--- src/rtl/mem_arbiter.sv ---
// Two-client (instruction fetch / data) arbiter onto one shared RAM port, with alternating
// tie-break fairness, per-access timeout abort and a sticky error flag.
// Optional stall counters (istall_cnt/dstall_cnt) are built when MEM_ARBITER_PERF_EN is defined.
module mem_arbiter #(
    parameter int WORD_W  = 32,
    parameter int TIMEOUT = 255
) (
    input  logic              CLK,
    input  logic              nRST,
    input  logic              iREN,
    input  logic [WORD_W-1:0] iaddr,
    input  logic              dREN,
    input  logic              dWEN,
    input  logic [WORD_W-1:0] daddr,
    input  logic [WORD_W-1:0] dstore,
    output logic              ihit,
    output logic [WORD_W-1:0] iload,
    output logic              dhit,
    output logic [WORD_W-1:0] dload,
    output logic              ramREN,
    output logic              ramWEN,
    output logic [WORD_W-1:0] ramaddr,
    output logic [WORD_W-1:0] ramstore,
    input  logic [WORD_W-1:0] ramload,
    input  logic              ram_ready,
    output logic              timeout_err,
    output logic [1:0]        fsm_state
`ifdef MEM_ARBITER_PERF_EN
    ,
    output logic [31:0]       istall_cnt,
    output logic [31:0]       dstall_cnt
`endif
);

    // Handshake: a client request (iREN, or dREN|dWEN) is held until its hit pulse; the RAM
    // completes an access in the first cycle ram_ready=1 while ramREN or ramWEN is driven.
    localparam int WAIT_W = (TIMEOUT < 2) ? 1 : $clog2(TIMEOUT + 1);

    typedef enum logic [1:0] {
        IDLE  = 2'd0,
        DSERV = 2'd1,
        ISERV = 2'd2
    } state_t;

    state_t              state_q, state_d;
    logic [WAIT_W-1:0]   wait_q, wait_d;
    logic                last_data_q, last_data_d;
    logic                err_q, err_d;

    logic                d_req;
    logic                ren_c, wen_c, ihit_c, dhit_c;
    logic [WORD_W-1:0]   addr_c, store_c, iload_c, dload_c;

    assign d_req = dREN | dWEN;

    always_comb begin
        state_d     = state_q;
        wait_d      = wait_q;
        last_data_d = last_data_q;
        err_d       = err_q;
        ren_c       = 1'b0;
        wen_c       = 1'b0;
        addr_c      = '0;
        store_c     = '0;
        ihit_c      = 1'b0;
        dhit_c      = 1'b0;
        iload_c     = '0;
        dload_c     = '0;
        case (state_q)
            IDLE: begin
                wait_d = '0;
                // On a tie, data wins unless data took the previous completion.
                if (d_req && (!iREN || !last_data_q)) begin
                    state_d = DSERV;
                end else if (iREN) begin
                    state_d = ISERV;
                end
            end
            DSERV: begin
                addr_c = daddr;
                if (dWEN) begin
                    wen_c   = 1'b1;
                    store_c = dstore;
                end else begin
                    ren_c = 1'b1;
                end
                if (!d_req) begin
                    state_d = IDLE;
                end else if (ram_ready) begin
                    dhit_c      = 1'b1;
                    dload_c     = dWEN ? '0 : ramload;
                    last_data_d = 1'b1;
                    state_d     = IDLE;
                end else if (wait_q == WAIT_W'(TIMEOUT - 1)) begin
                    err_d   = 1'b1;
                    state_d = IDLE;
                end else begin
                    wait_d = wait_q + WAIT_W'(1);
                end
            end
            ISERV: begin
                ren_c  = 1'b1;
                addr_c = iaddr;
                if (!iREN) begin
                    state_d = IDLE;
                end else if (ram_ready) begin
                    ihit_c      = 1'b1;
                    iload_c     = ramload;
                    last_data_d = 1'b0;
                    state_d     = IDLE;
                end else if (wait_q == WAIT_W'(TIMEOUT - 1)) begin
                    err_d   = 1'b1;
                    state_d = IDLE;
                end else begin
                    wait_d = wait_q + WAIT_W'(1);
                end
            end
            default: state_d = IDLE;
        endcase
    end

    always_ff @(posedge CLK) begin
        if (!nRST) begin
            state_q     <= IDLE;
            wait_q      <= '0;
            last_data_q <= 1'b0;
            err_q       <= 1'b0;
        end else begin
            state_q     <= state_d;
            wait_q      <= wait_d;
            last_data_q <= last_data_d;
            err_q       <= err_d;
        end
    end

    // All outputs are forced low for as long as reset is asserted, not just after the edge.
    always_comb begin
        ramREN      = nRST & ren_c;
        ramWEN      = nRST & wen_c;
        ramaddr     = nRST ? addr_c  : '0;
        ramstore    = nRST ? store_c : '0;
        ihit        = nRST & ihit_c;
        dhit        = nRST & dhit_c;
        iload       = nRST ? iload_c : '0;
        dload       = nRST ? dload_c : '0;
        timeout_err = nRST & err_q;
        fsm_state   = nRST ? 2'(state_q) : 2'b00;
    end

`ifdef MEM_ARBITER_PERF_EN
    logic [31:0] istall_q, dstall_q;

    always_ff @(posedge CLK) begin
        if (!nRST) begin
            istall_q <= '0;
            dstall_q <= '0;
        end else begin
            if (iREN && !ihit_c && (istall_q != '1)) istall_q <= istall_q + 32'd1;
            if (d_req && !dhit_c && (dstall_q != '1)) dstall_q <= dstall_q + 32'd1;
        end
    end

    assign istall_cnt = nRST ? istall_q : '0;
    assign dstall_cnt = nRST ? dstall_q : '0;
`endif

endmodule

--- config.mk ---
export PLATFORM = sky130hd
export DESIGN_NAME = mem_arbiter
export DESIGN_NICKNAME = d
export VERILOG_FILES = /design/src/rtl/mem_arbiter.sv
export SDC_FILE = /design/constraint.sdc
export NUM_CORES = 1
export LEC_CHECK = 0
export CAP_MARGIN = 20
export CORE_AREA = 4 4 103 105
export CTS_CLUSTER_DIAMETER = 80
export CTS_CLUSTER_SIZE = 30
export DETAILED_ROUTE_END_ITERATION = 8
export DIE_AREA = 0 0 107 109
export GPL_ROUTABILITY_DRIVEN = 0
export PLACE_DENSITY = 0.74
export SLEW_MARGIN = 20
export SYNTH_ARGS = -nofsm -noshare
export SYNTH_HDL_FRONTEND = slang
export SYNTH_SLANG_ARGS = --single-unit
export TNS_END_PERCENT = 1
--- constraint.sdc ---
create_clock -name CLK -period 3.7 [get_ports CLK]
set_clock_uncertainty 0.2 [all_clocks]
set_input_delay 0.74 -clock CLK [delete_from_list [all_inputs] [get_ports CLK]]
set_output_delay 0.74 -clock CLK [all_outputs]
set_load 0.01 [all_outputs]
**After elaboration in Yosys (flattened, before gate mapping)**

Index checks and enable logic that the tools add are counted.

- Register bits after elaboration: 12
- Latch bits: 0
- Bits in writable memories: 0
- Memory bits (read-only): 0
- Bits of input ports: 134
- Word-level logic and storage cells: 75
- Memories kept: 0

- Add/subtract/negate cells: 1
- Multiply operators: 0
- Divide/modulo/power cells: 0
- Magnitude comparators: 0
- Eq/ne operators: 8
- Shifts and indexed selects: 0
- Muxes and demuxes: 46
- Bitwise gates (word level): 6
- Reduce and logical (&&, ||, !) cells: 10

Operator list:

| kind | number |
|---|---|
| $mux W32 | 13 |
| $pmux W32 S2 | 1 |
| $mux W8 | 4 |
| $pmux W8 S3 | 1 |
| $mux W1 | 16 |
| $mux W2 | 7 |
| $add A8 B1 Y8 const B | 1 |
| $eq A8 B8 Y1 const B | 1 |
| $ne A2 B2 Y1 const B | 4 |
| $pmux W1 S2 | 3 |
| $pmux W2 S3 | 1 |
| $reduce_and A3 Y1 | 2 |
| $and A1 B1 Y1 | 5 |
| $reduce_and A5 Y1 | 1 |
| $ne A3 B3 Y1 const B | 1 |
| $reduce_bool A3 Y1 | 1 |
| $eq A2 B1 Y1 const B | 1 |
| $eq A2 B2 Y1 const B | 1 |
| $logic_not A1 Y1 | 2 |
| $logic_not A2 Y1 | 1 |
| $reduce_bool A2 Y1 | 1 |
| $logic_and A1 B1 Y1 | 1 |
| $logic_or A1 B1 Y1 | 1 |
| $or A1 B1 Y1 | 1 |

**Logic depth before layout (Yosys ltp)**

Gate-level depths: netlist of the first run.

- Depth after elaboration: 5
- Depth in mapped cells: 7

**Least setup slack after synthesis of the first run**

OpenSTA, ideal clock, no wires.

- Path kind: in2out
- Start: input nRST
- End: output iload[0]
- Arrival: 1,831 ps
- Data required time: 2,760 ps
- Slack: 929 ps
- Cell stages on the path: 6
- Path buffers: 3
- Cells stage by stage: clkbuf_1 > and2_1 > clkbuf_1 > clkbuf_1 > nand2_1 > nor2_1

- Longest elaborated chain between the ends: 1

RTL lines:

| item | line | source |
|---|---|---|
| start, declared | 9 | `input logic nRST,` |
| $mux W32 | 144 | `iload = nRST ? iload_c : '0;` |
| end, declared | 17 | `output logic [WORD_W-1:0] iload,` |

Every way passes these cells.

**Worst setup path after layout of the first run**

- Start: input nRST
- End: output iload[10]

Same word-level chain as after synthesis.

==> out/metrics.cfg, run 1 <==
[yosys]
synthDistinctLibCells = 37
yosys.cell_count.top_type = nor2_1
synth.ff_latch_count = 12
average_instance_area_after_synthesis_um2 = 5.76
synth-xor-area-share_pct = 0
share_of_synthesized_area_spent_on_multiplexers_pct = 0
synth_sequential_area_ratio_pct = 13.0
synth_top_family_by_area = simple AND/OR/NAND/NOR gates
synth_area_in_simple_gates_pct = 53.8
postSynth.topFlopCell = dfxtp_1
ys.warnings.count = 0
synthAdderAreaFrac_pct = 4.05
synth_top_area_share_pct = 20.6
yosysTopAreaCell = nor2_1
synth-compound-area-share_pct = 22.7
syn-cell-area_um2 = 1850
post_synth_most_frequent_cells = nor2_1 (102), nand2_1 (42), and2_1 (36)
synthArstFlopShare_pct = 0
postSynthCellCount = 322
syn-num-nets = 462
synthTopCellsByArea = nor2_1 (21%), dfxtp_1 (13%), a22oi_1 (13%)
number_of_enable_flip_flop_cells_after_synthesis = 0

[detailed_routing]
drt-wirelength-per-cell_um = 16.1
vias_per_cell = 4.78
route.antenna.remaining_nets = 0
post-route-drc-count = 0
drt-initial-drc-count = 199
routed-wl-met2_um = 5840
met3RoutedLength_um = 1240
top_layer_used = met4
totalWireLength_um = 11500
met1_length_um = 4150
total_via_count_after_detailed_routing = 3403
drt-pass1-iter-count = 4

[power]
p_leak_uw = 0.00163
power_report.internal_total_uw = 419
share_clk_of_total_power_pct = 19.4
power_density_nw_per_um2 = 130
power.share.sequential_pct = 22.2
comb_power_share_pct = 58.5
power.switching_uw = 199
peakVddDrop_mv = 0.0826
switching_share_pct = 32.2

[timing]
timing.final.setup_violations = 0
max_slew_violation_count = 0
relSlewSlack_pct = 67.6
tightest_slew_ns = 0.485
max_freq_mhz = 286
timing.final.hold_violations = 0
min_setup_slack_post_route_ns = 0.205
fin_tns_setup_ns = 0
rsz0062_at_grt = no
layout_min_cycle_time_ns = 3.49
period_share_pct = 94.4

[cells_and_area]
antennaDiodeCount = 0
num-nets-final = 721
final_core_util_pct = 49.4
final_layout_size_suffix_gt1_share_pct = 2.76
final_area_um2 = 4760
area_growth_syn_to_layout_pct = 157

[die]
die_w_um = 107
placement_rows = 36
fp.dieH_um = 109
coreArea_um2 = 9640
initial_core_util_pct = 19.2
ports_placed_on_the_boundary = 269
die_footprint_um2 = 11700

[setup_path]
start_kind = input pin
timing_worst_setup_path_type = input pin to output port
crit_required_ns = 2.76
crit_arrival_ns = 2.55
crit_fanout = 34
critical_path.endpoint_type = output port

[place]
place_hpwl_um = 9820
port_buffers = 268
post_dp_area_um2 = 4720
dp_worst_setup_slack_ns = 0.203

[clock_network]
cts.htree.levels = 1
cts_hold_fix_bufs = 0
cts.repair_timing.setup_buffer_count = 0
clk_latency_ns = 0.24
clock_tree_from_tritoncts = done
clockRootBuffer = clkbuf_8
tritoncts.num_buffers = 3
postCtsResizedCells = 0
tritoncts_num_sinks = 12
worst_setup_hold_path_clk_slew_ns = 0.05
clockBufferDepth = 2

[worst_hold_path]
hold_path_class = flip-flop to flip-flop

[global_routing]
grt_pass1_vias = 3388
grt_first_pass_wirelength_um = 16700
grt_usage_pct = 17.8
globalRouteOverflowTotal = 0
grt_max_degree = 38
grt_antenna_before_repair = 0

[flow_run]
maxCapViolations = 0

[outcome]
result_of_the_run = finished clean

-- area by class of cell --
class	instances	area [um2]
tap	133	166
timing repair buffer	280	2800
inverter	5	18.8
sequential	12	240
fill	974	4880
clock buffer	3	41.3
multi-input combinational	279	1490
-- power by group through the flow --
stage	sequential [uW]	clock (uW)	combinational [uW]
global route	137	127	389
CTS	137	122	362
detailed placement	139	0	361
floorplan	138	0	129
global placement	139	0	354
finish	137	120	361
-- path summary, 6_finish.rpt --
kind,end,startpoint,cells past startpoint,slack (ns)
min,wait_q[5]$_SDFFE_PN0P_,wait_q[5]$_SDFFE_PN0P_,2,0.31
max reg2reg,wait_q[3]$_SDFFE_PN0P_,state_q[1]$_SDFFE_PN0P_,7,1.08
max,iload[10],nRST,6,0.21
min reg2reg,wait_q[5]$_SDFFE_PN0P_,wait_q[5]$_SDFFE_PN0P_,2,0.31
-- logic make-up (layout without fill, tap and decap cells) --
logic type,count (synthesis),count (layout)
buffers and inverters,31,288
AOI/OAI and AO/OA,59,59
DFF,12,12
and+or+nand+nor,214,214
adders and majority gates,6,6
-- metal layers --
| metal | track usage (%) | up-vias |
|---|---|---|
| li1 | - | 1616 |
| met1 | 18.9 | 1543 |
| met2 | 34.1 | 222 |
| met3 | 5.39 | 22 |
| met4 | 4.57 | 0 |
| met5 | 0 | - |
-- metrics by stage --
step                power [uW]  instances  hold slack [ns]
finish                     617        712            0.307
global route               654        712            0.331
CTS                        621        712            0.307
detailed placement         500        709            0.290
global placement           493        709            0.272
floorplan                  268        322            0.255
-- layout by cell type (no fill, tap or decap), types with 5 or more instances in the layout --
master / n
dfxtp_1: 12
ha_1: 6
a21oi_1: 7
inv_1: 5
and3_1: 6
or4_1: 5
nor2_1: 102
clkdlybuf4s50_1: 268
a22oi_1: 32
buf_4: 10
nand4_1: 5
and2_1: 36
nand2_1: 42
-- state kept, by name, summed over array words and instances (netlist names) --
register,count
last_data_q,1
err_q,1
state_q,2
wait_q,8
-- critical path, stage by stage --
cell and delay [ns]:
clkdlybuf4s50_1 0.57, and2_1 0.20, buf_12 0.19, nand2_1 0.12, nor2_1 0.12, clkdlybuf4s50_1 0.59
Note: power is estimated with default switching activity, not from simulation.
==> run 2, diff against run 1 <==
- CORE_AREA: 4 4 103 105 -> 3 3 102 104
- DIE_AREA: 0 0 107 109 -> 0 0 105 107
==> run 2 against run 1 <==
Worst hold slack worse by 0.0075 ns; combinational power hardly changed; non-clock buffer count is 2 lower; worst setup slack worse by 0.033 ns; sequential power hardly changed; cell count is 0.14% lower; sequential share of layout area hardly changed; clock power is 22% higher; die area is 3.7% lower; critical path depth stayed put; wire length is 0.95% lower; fmax is 0.95% lower.
==> out/metrics.cfg, run 2 (synthesis gave the netlist of run 1 again) <==
[outcome]
result_of_the_run = finished clean

[place]
place_hpwl_um = 9520  ; -3.1%
port_buffers = 268  ; unchanged

[detailed_routing]
route.antenna.remaining_nets = 0  ; unchanged
drt-pass1-iter-count = 4  ; unchanged
drt-initial-drc-count = 158  ; -21%
totalWireLength_um = 11400  ; -0.95%
post-route-drc-count = 0  ; unchanged
drt-wirelength-per-cell_um = 16.0  ; -0.81%
vias_per_cell = 4.67  ; -2.2%
total_via_count_after_detailed_routing = 3323  ; -2.4%

[clock_network]
tritoncts_num_sinks = 12  ; unchanged
worst_setup_hold_path_clk_slew_ns = 0.06  ; about the same
postCtsResizedCells = 0  ; unchanged
cts_hold_fix_bufs = 0  ; unchanged
clockRootBuffer = clkbuf_8
clockBufferDepth = 2  ; unchanged
tritoncts.num_buffers = 3  ; unchanged
cts.repair_timing.setup_buffer_count = 0  ; unchanged
cts.htree.levels = 1  ; unchanged
clk_latency_ns = 0.25  ; about the same
clock_tree_from_tritoncts = done

[flow_run]
maxCapViolations = 0  ; unchanged

[cells_and_area]
registers.top_by_ff_count = wait_q
final_cell_mix = clkdlybuf4s50_1 (268), nor2_1 (102), nand2_1 (42)
largest_reg_flops = 8  ; unchanged
area_growth_syn_to_layout_pct = 157
reg_top3 = wait_q x8, state_q x2
num-nets-final = 719  ; -0.28%
layout.cells.most_common = clkdlybuf4s50_1
antennaDiodeCount = 0  ; unchanged
final_layout_size_suffix_gt1_share_pct = 2.60  ; -0.17 points

[power]
power.share.sequential_pct = 21.3  ; -0.9 points
share_clk_of_total_power_pct = 22.8  ; +3.4 points
power_density_nw_per_um2 = 134  ; +3.6%
power.switching_uw = 201  ; +1.0%
peakVddDrop_mv = 0.113  ; +37%
p_leak_uw = 0.00164  ; +0.31%
power_report.internal_total_uw = 441  ; +5.2%
switching_share_pct = 31.3  ; -0.88 points
comb_power_share_pct = 56.0  ; -2.5 points

[die]
coreArea_um2 = 9640  ; unchanged
ports_placed_on_the_boundary = 269  ; unchanged
placement_rows = 36  ; unchanged
fp.dieH_um = 107  ; -1.8%
initial_core_util_pct = 19.2  ; unchanged
die_footprint_um2 = 11200  ; -3.7%
die_w_um = 105  ; -1.9%

[timing]
relSlewSlack_pct = 72.6  ; +5.0 points
max_freq_mhz = 283  ; -0.95%
timing.final.hold_violations = 0  ; unchanged
tightest_slew_ns = 0.405  ; -0.0794 ns
rsz0062_at_grt = no
fin_tns_setup_ns = 0  ; unchanged
period_share_pct = 95.3  ; +0.90 points
layout_min_cycle_time_ns = 3.53  ; +0.0334 ns
timing.final.setup_violations = 0  ; unchanged
max_slew_violation_count = 0  ; unchanged
final.hold.worst_slack_ns = 0.299  ; -0.00750 ns

[setup_path]
crit_arrival_ns = 2.59  ; +0.04 ns
critical_path.endpoint_type = output port
timing_worst_setup_path_type = input pin to output port
crit_fanout = 30  ; -12%
start_kind = input pin
crit_required_ns = 2.76  ; about the same

[global_routing]
grt_first_pass_wirelength_um = 17100  ; +2.0%
grt_max_degree = 37  ; -2.6%
grt_pass1_vias = 3291  ; -2.9%
grt_antenna_before_repair = 0  ; unchanged
globalRouteOverflowTotal = 0  ; unchanged
grt_usage_pct = 18.6  ; +0.83 points

[worst_hold_path]
hold_path_class = flip-flop to flip-flop

==> run 2: final timing paths <==
kind                                               from                     end  slack (ns)  depth (start not counted)
worst max register to register  state_q[0]$_SDFFE_PN0P_  wait_q[6]$_SDFFE_PN0P_        1.25                          7
worst min register to register   wait_q[5]$_SDFFE_PN0P_  wait_q[5]$_SDFFE_PN0P_        0.30                          2
worst min-delay path             wait_q[5]$_SDFFE_PN0P_  wait_q[5]$_SDFFE_PN0P_        0.30                          2
worst max-delay path                               dWEN               dload[26]        0.17                          6
==> run 2: final cells by class <==
class                           count  area, um2
Fill cell                         940       4870
Timing Repair Buffer              278       2800
Multi-Input combinational cell    279       1490
Sequential cell                    12        240
Tap cell                          133        166
Clock buffer                        4       55.1
Inverter                            5       18.8
==> run 2: critical path, stage by stage <==
cell,delay [ns]
clkdlybuf4s50_1,0.52
nor2b_1,0.22
nand2_1,0.07
buf_4,0.24
nor2_1,0.21
clkdlybuf4s50_1,0.57
==> run 2: per-stage QoR <==
stage | cell area, um2 | setup slack, ns | power, uW | cells | util [%]
after floorplan | 1850 | 0.929 | 268 | 322 | -
after global placement | 4710 | 0.195 | 492 | 707 | 48.9
after detailed placement | 4710 | 0.162 | 499 | 707 | 48.9
after CTS | 4770 | 0.160 | 648 | 711 | 49.5
after global routing | 4770 | 0.0828 | 682 | 711 | 49.5
final | 4770 | 0.172 | 641 | 711 | 49.5
==> run 2: power groups by stage <==
stage | registers [uW] | logic, uW | clock network [uW]
floorplan | 138 | 129 | 0
global placement | 139 | 353 | 0
detailed placement | 139 | 360 | 0
CTS | 136 | 362 | 150
global route | 137 | 388 | 157
finish | 136 | 359 | 146
==> run 2: per-layer routing <==
| metal | track usage [%] | wire, um | vias to the layer above |
|---|---|---|---|
| met3 | 4.70 | 1000 | 19 |
| met5 | 0 | 0 | - |
| li1 | - | - | 1613 |
| met1 | 20.2 | 4220 | 1485 |
| met4 | 5.25 | 275 | 0 |
| met2 | 35.6 | 5870 | 206 |
==> run 3, diff against run 2 <==
- GPL_TIMING_DRIVEN: unset -> 0
==> run 3 against run 2 <==
Via count rose by 1.3%; wire length barely moved; die area did not move; cell count rose by 2.0%; combinational power barely moved; worst hold slack got worse by 0.0041 ns; critical endpoint is now iload[26]; largest cell class unchanged; largest power group unchanged.
==> out/metrics.cfg, run 3 (synthesis gave the netlist of run 1 again) <==
[setup_path]
crit_path_frequent_cell = clkdlybuf4s50_1
crit_arrival_ns = 2.70  ; +0.11 ns
timing_worst_setup_path_type = input pin to output port
worst_path_largest_cell_delay_ns = 0.65  ; +0.08 ns
regToRegSetupSlack_ns = 1.21  ; -0.04 ns
start_kind = input pin
crit_fanout = 10  ; -67%
critical_path.endpoint_type = output port
number_of_cell_instances_on_the_worst_register_to_register_path = 7  ; unchanged
reg2reg_from = state_q[0]$_SDFFE_PN0P_
cpLargestDelayFamily = buffers and inverters
crit_required_ns = 2.76  ; about the same
critical_path.slowest_cell = clkdlybuf4s50_1
path_cells = clkdlybuf4s50_1, nand2_1, clkbuf_1, nor2_1, clkdlybuf4s50_1
rr_endpoint = wait_q[3]$_SDFFE_PN0P_
critical_path.n_buffers_inverters = 3  ; unchanged

[die]
coreArea_um2 = 9640  ; unchanged
die_footprint_um2 = 11200  ; unchanged
fp.dieH_um = 107  ; unchanged
die_w_um = 105  ; unchanged
initial_core_util_pct = 19.2  ; unchanged
ports_placed_on_the_boundary = 269  ; unchanged
placement_rows = 36  ; unchanged

[place]
port_buffers = 267  ; -0.37%
place_hpwl_um = 9890  ; +3.9%
post_dp_area_um2 = 4690  ; -0.45%

[detailed_routing]
total_via_count_after_detailed_routing = 3367  ; +1.3%
vias_per_cell = 4.64  ; -0.63%
route.antenna.remaining_nets = 0  ; unchanged
drt-wirelength-per-cell_um = 15.7  ; -1.8%
drt-initial-drc-count = 360  ; +130%
post-route-drc-count = 0  ; unchanged
drt-pass1-iter-count = 4  ; unchanged
totalWireLength_um = 11400  ; about the same

[clock_network]
tritoncts_num_sinks = 12  ; unchanged
clockBufferDepth = 2  ; unchanged
tritoncts.num_buffers = 3  ; unchanged
clk_latency_ns = 0.25  ; about the same
clockRootBuffer = clkbuf_8
worst_setup_hold_path_clk_slew_ns = 0.05  ; about the same
cts.repair_timing.setup_buffer_count = 0  ; unchanged
cts.htree.levels = 1  ; unchanged
clock_tree_from_tritoncts = done
cts_hold_fix_bufs = 0  ; unchanged

[power]
p_leak_uw = 0.00164  ; +0.21%
power_density_nw_per_um2 = 134  ; -0.27%
peakVddDrop_mv = 0.0999  ; -11%

[timing]
final.hold.worst_slack_ns = 0.295  ; -0.00408 ns
tightest_slew_ns = 0.512  ; +0.106 ns
max_slew_violation_count = 0  ; unchanged
timing.final.setup_violations = 0  ; unchanged
period_share_pct = 98.3  ; +3.0 points
rsz0062_at_grt = yes
relSlewSlack_pct = 65.9  ; -6.7 points
layout_min_cycle_time_ns = 3.64  ; +0.110 ns
timing.final.hold_violations = 0  ; unchanged
max_freq_mhz = 275  ; -3.0%

[global_routing]
grt_usage_pct = 18.7  ; +0.10 points
globalRouteOverflowTotal = 0  ; unchanged
grt_pass1_vias = 3367  ; +2.3%
grt_first_pass_wirelength_um = 17100  ; +0.45%
grt_max_degree = 11  ; -70%
grt_antenna_before_repair = 0  ; unchanged

[cells_and_area]
final_core_util_pct = 49.4  ; -0.052 points
filler_cells = 971  ; +3.3%
final_cell_mix = clkdlybuf4s50_1 (266), nor2_1 (102), nand2_1 (42)
largest_reg_flops = 8  ; unchanged
reg_top3 = wait_q x8, state_q x2
num-nets-final = 733  ; +1.9%
registers.top_by_ff_count = wait_q
multi_input_comb_area_um2 = 1500  ; +0.34%
layout.cells.most_common = clkdlybuf4s50_1
final_layout_size_suffix_gt1_share_pct = 2.87  ; +0.28 points
antennaDiodeCount = 0  ; unchanged
area_growth_syn_to_layout_pct = 157
final_area_um2 = 4760  ; -0.10%
seqCellArea_um2 = 240  ; unchanged

[outcome]
result_of_the_run = finished clean

[worst_hold_path]
hold_end = wait_q[5]$_SDFFE_PN0P_
whs_path_depth = 2  ; unchanged
hold_path_class = flip-flop to flip-flop
worstHoldStart = wait_q[5]$_SDFFE_PN0P_

[flow_run]
maxCapViolations = 0  ; unchanged

run 3: cell types whose count changed in the layout (fill, tap and decap cells not counted), sizes merged:
cell,before,now
clkbuf,4,27
clkdlybuf4s50,268,266
buf,10,2
dlymetal6s2s,0,1
run 3: what timing repair did:
item | CTS | global route
gates cloned | 0 | 0
setup endpoints to repair | 64 | 74
resized for setup | 5 | 13
run 3: cell type report:
cell class	count	area share (%)
Inverter	5	0.394
Buffer	25	2.31
Tap cell	133	3.49
Clock buffer	4	1.16
Multi-Input combinational cell	279	31.5
Timing Repair Buffer	267	56.1
Sequential cell	12	5.04
run 3: per-layer routing:
layer | part of all wire, % | vias up | track usage (%)
met2 | 53 | 215 | 37.2
met1 | 35 | 1495 | 19.4
met5 | 0 | - | 0
met4 | 1.8 | 0 | 4.78
met3 | 9.6 | 17 | 4.70
li1 | - | 1640 | -
run 3: per-stage QoR:
| step | instances | total power [uW] | setup TNS, ns | worst slack, ns |
|---|---|---|---|---|
| after CTS | 725 | 642 | -0.0160 | -0.00736 |
| final | 725 | 639 | 0 | 0.0625 |
| after global routing | 725 | 676 | -0.206 | -0.0455 |
| after detailed placement | 722 | 494 | -12.76 | -0.340 |
| after floorplan | 322 | 268 | 0 | 0.929 |
| after global placement | 722 | 488 | -11.17 | -0.326 |
run 3: how the worst max path moves through the flow:
| stage | startpoint | to | depth (start not counted) |
|---|---|---|---|
| after global routing | iREN | ihit | 5 |
| final | iREN | iload[26] | 5 |
| after detailed placement | ram_ready | iload[26] | 7 |
| after global placement | ram_ready | iload[26] | 7 |
| after CTS | dWEN | ramstore[9] | 5 |
| after floorplan | nRST | iload[0] | 6 |
run 3: tightest hold or removal path, stage by stage (launching register included):
cell	delay, ns
dfxtp_1	0.32
o41ai_1	0.07
a21oi_1	0.06
run 3: power by group:
part / switching, uW / internal, uW
Sequential: 3.69 / 133
Combinational: 146 / 210
Clock: 51.9 / 94.3
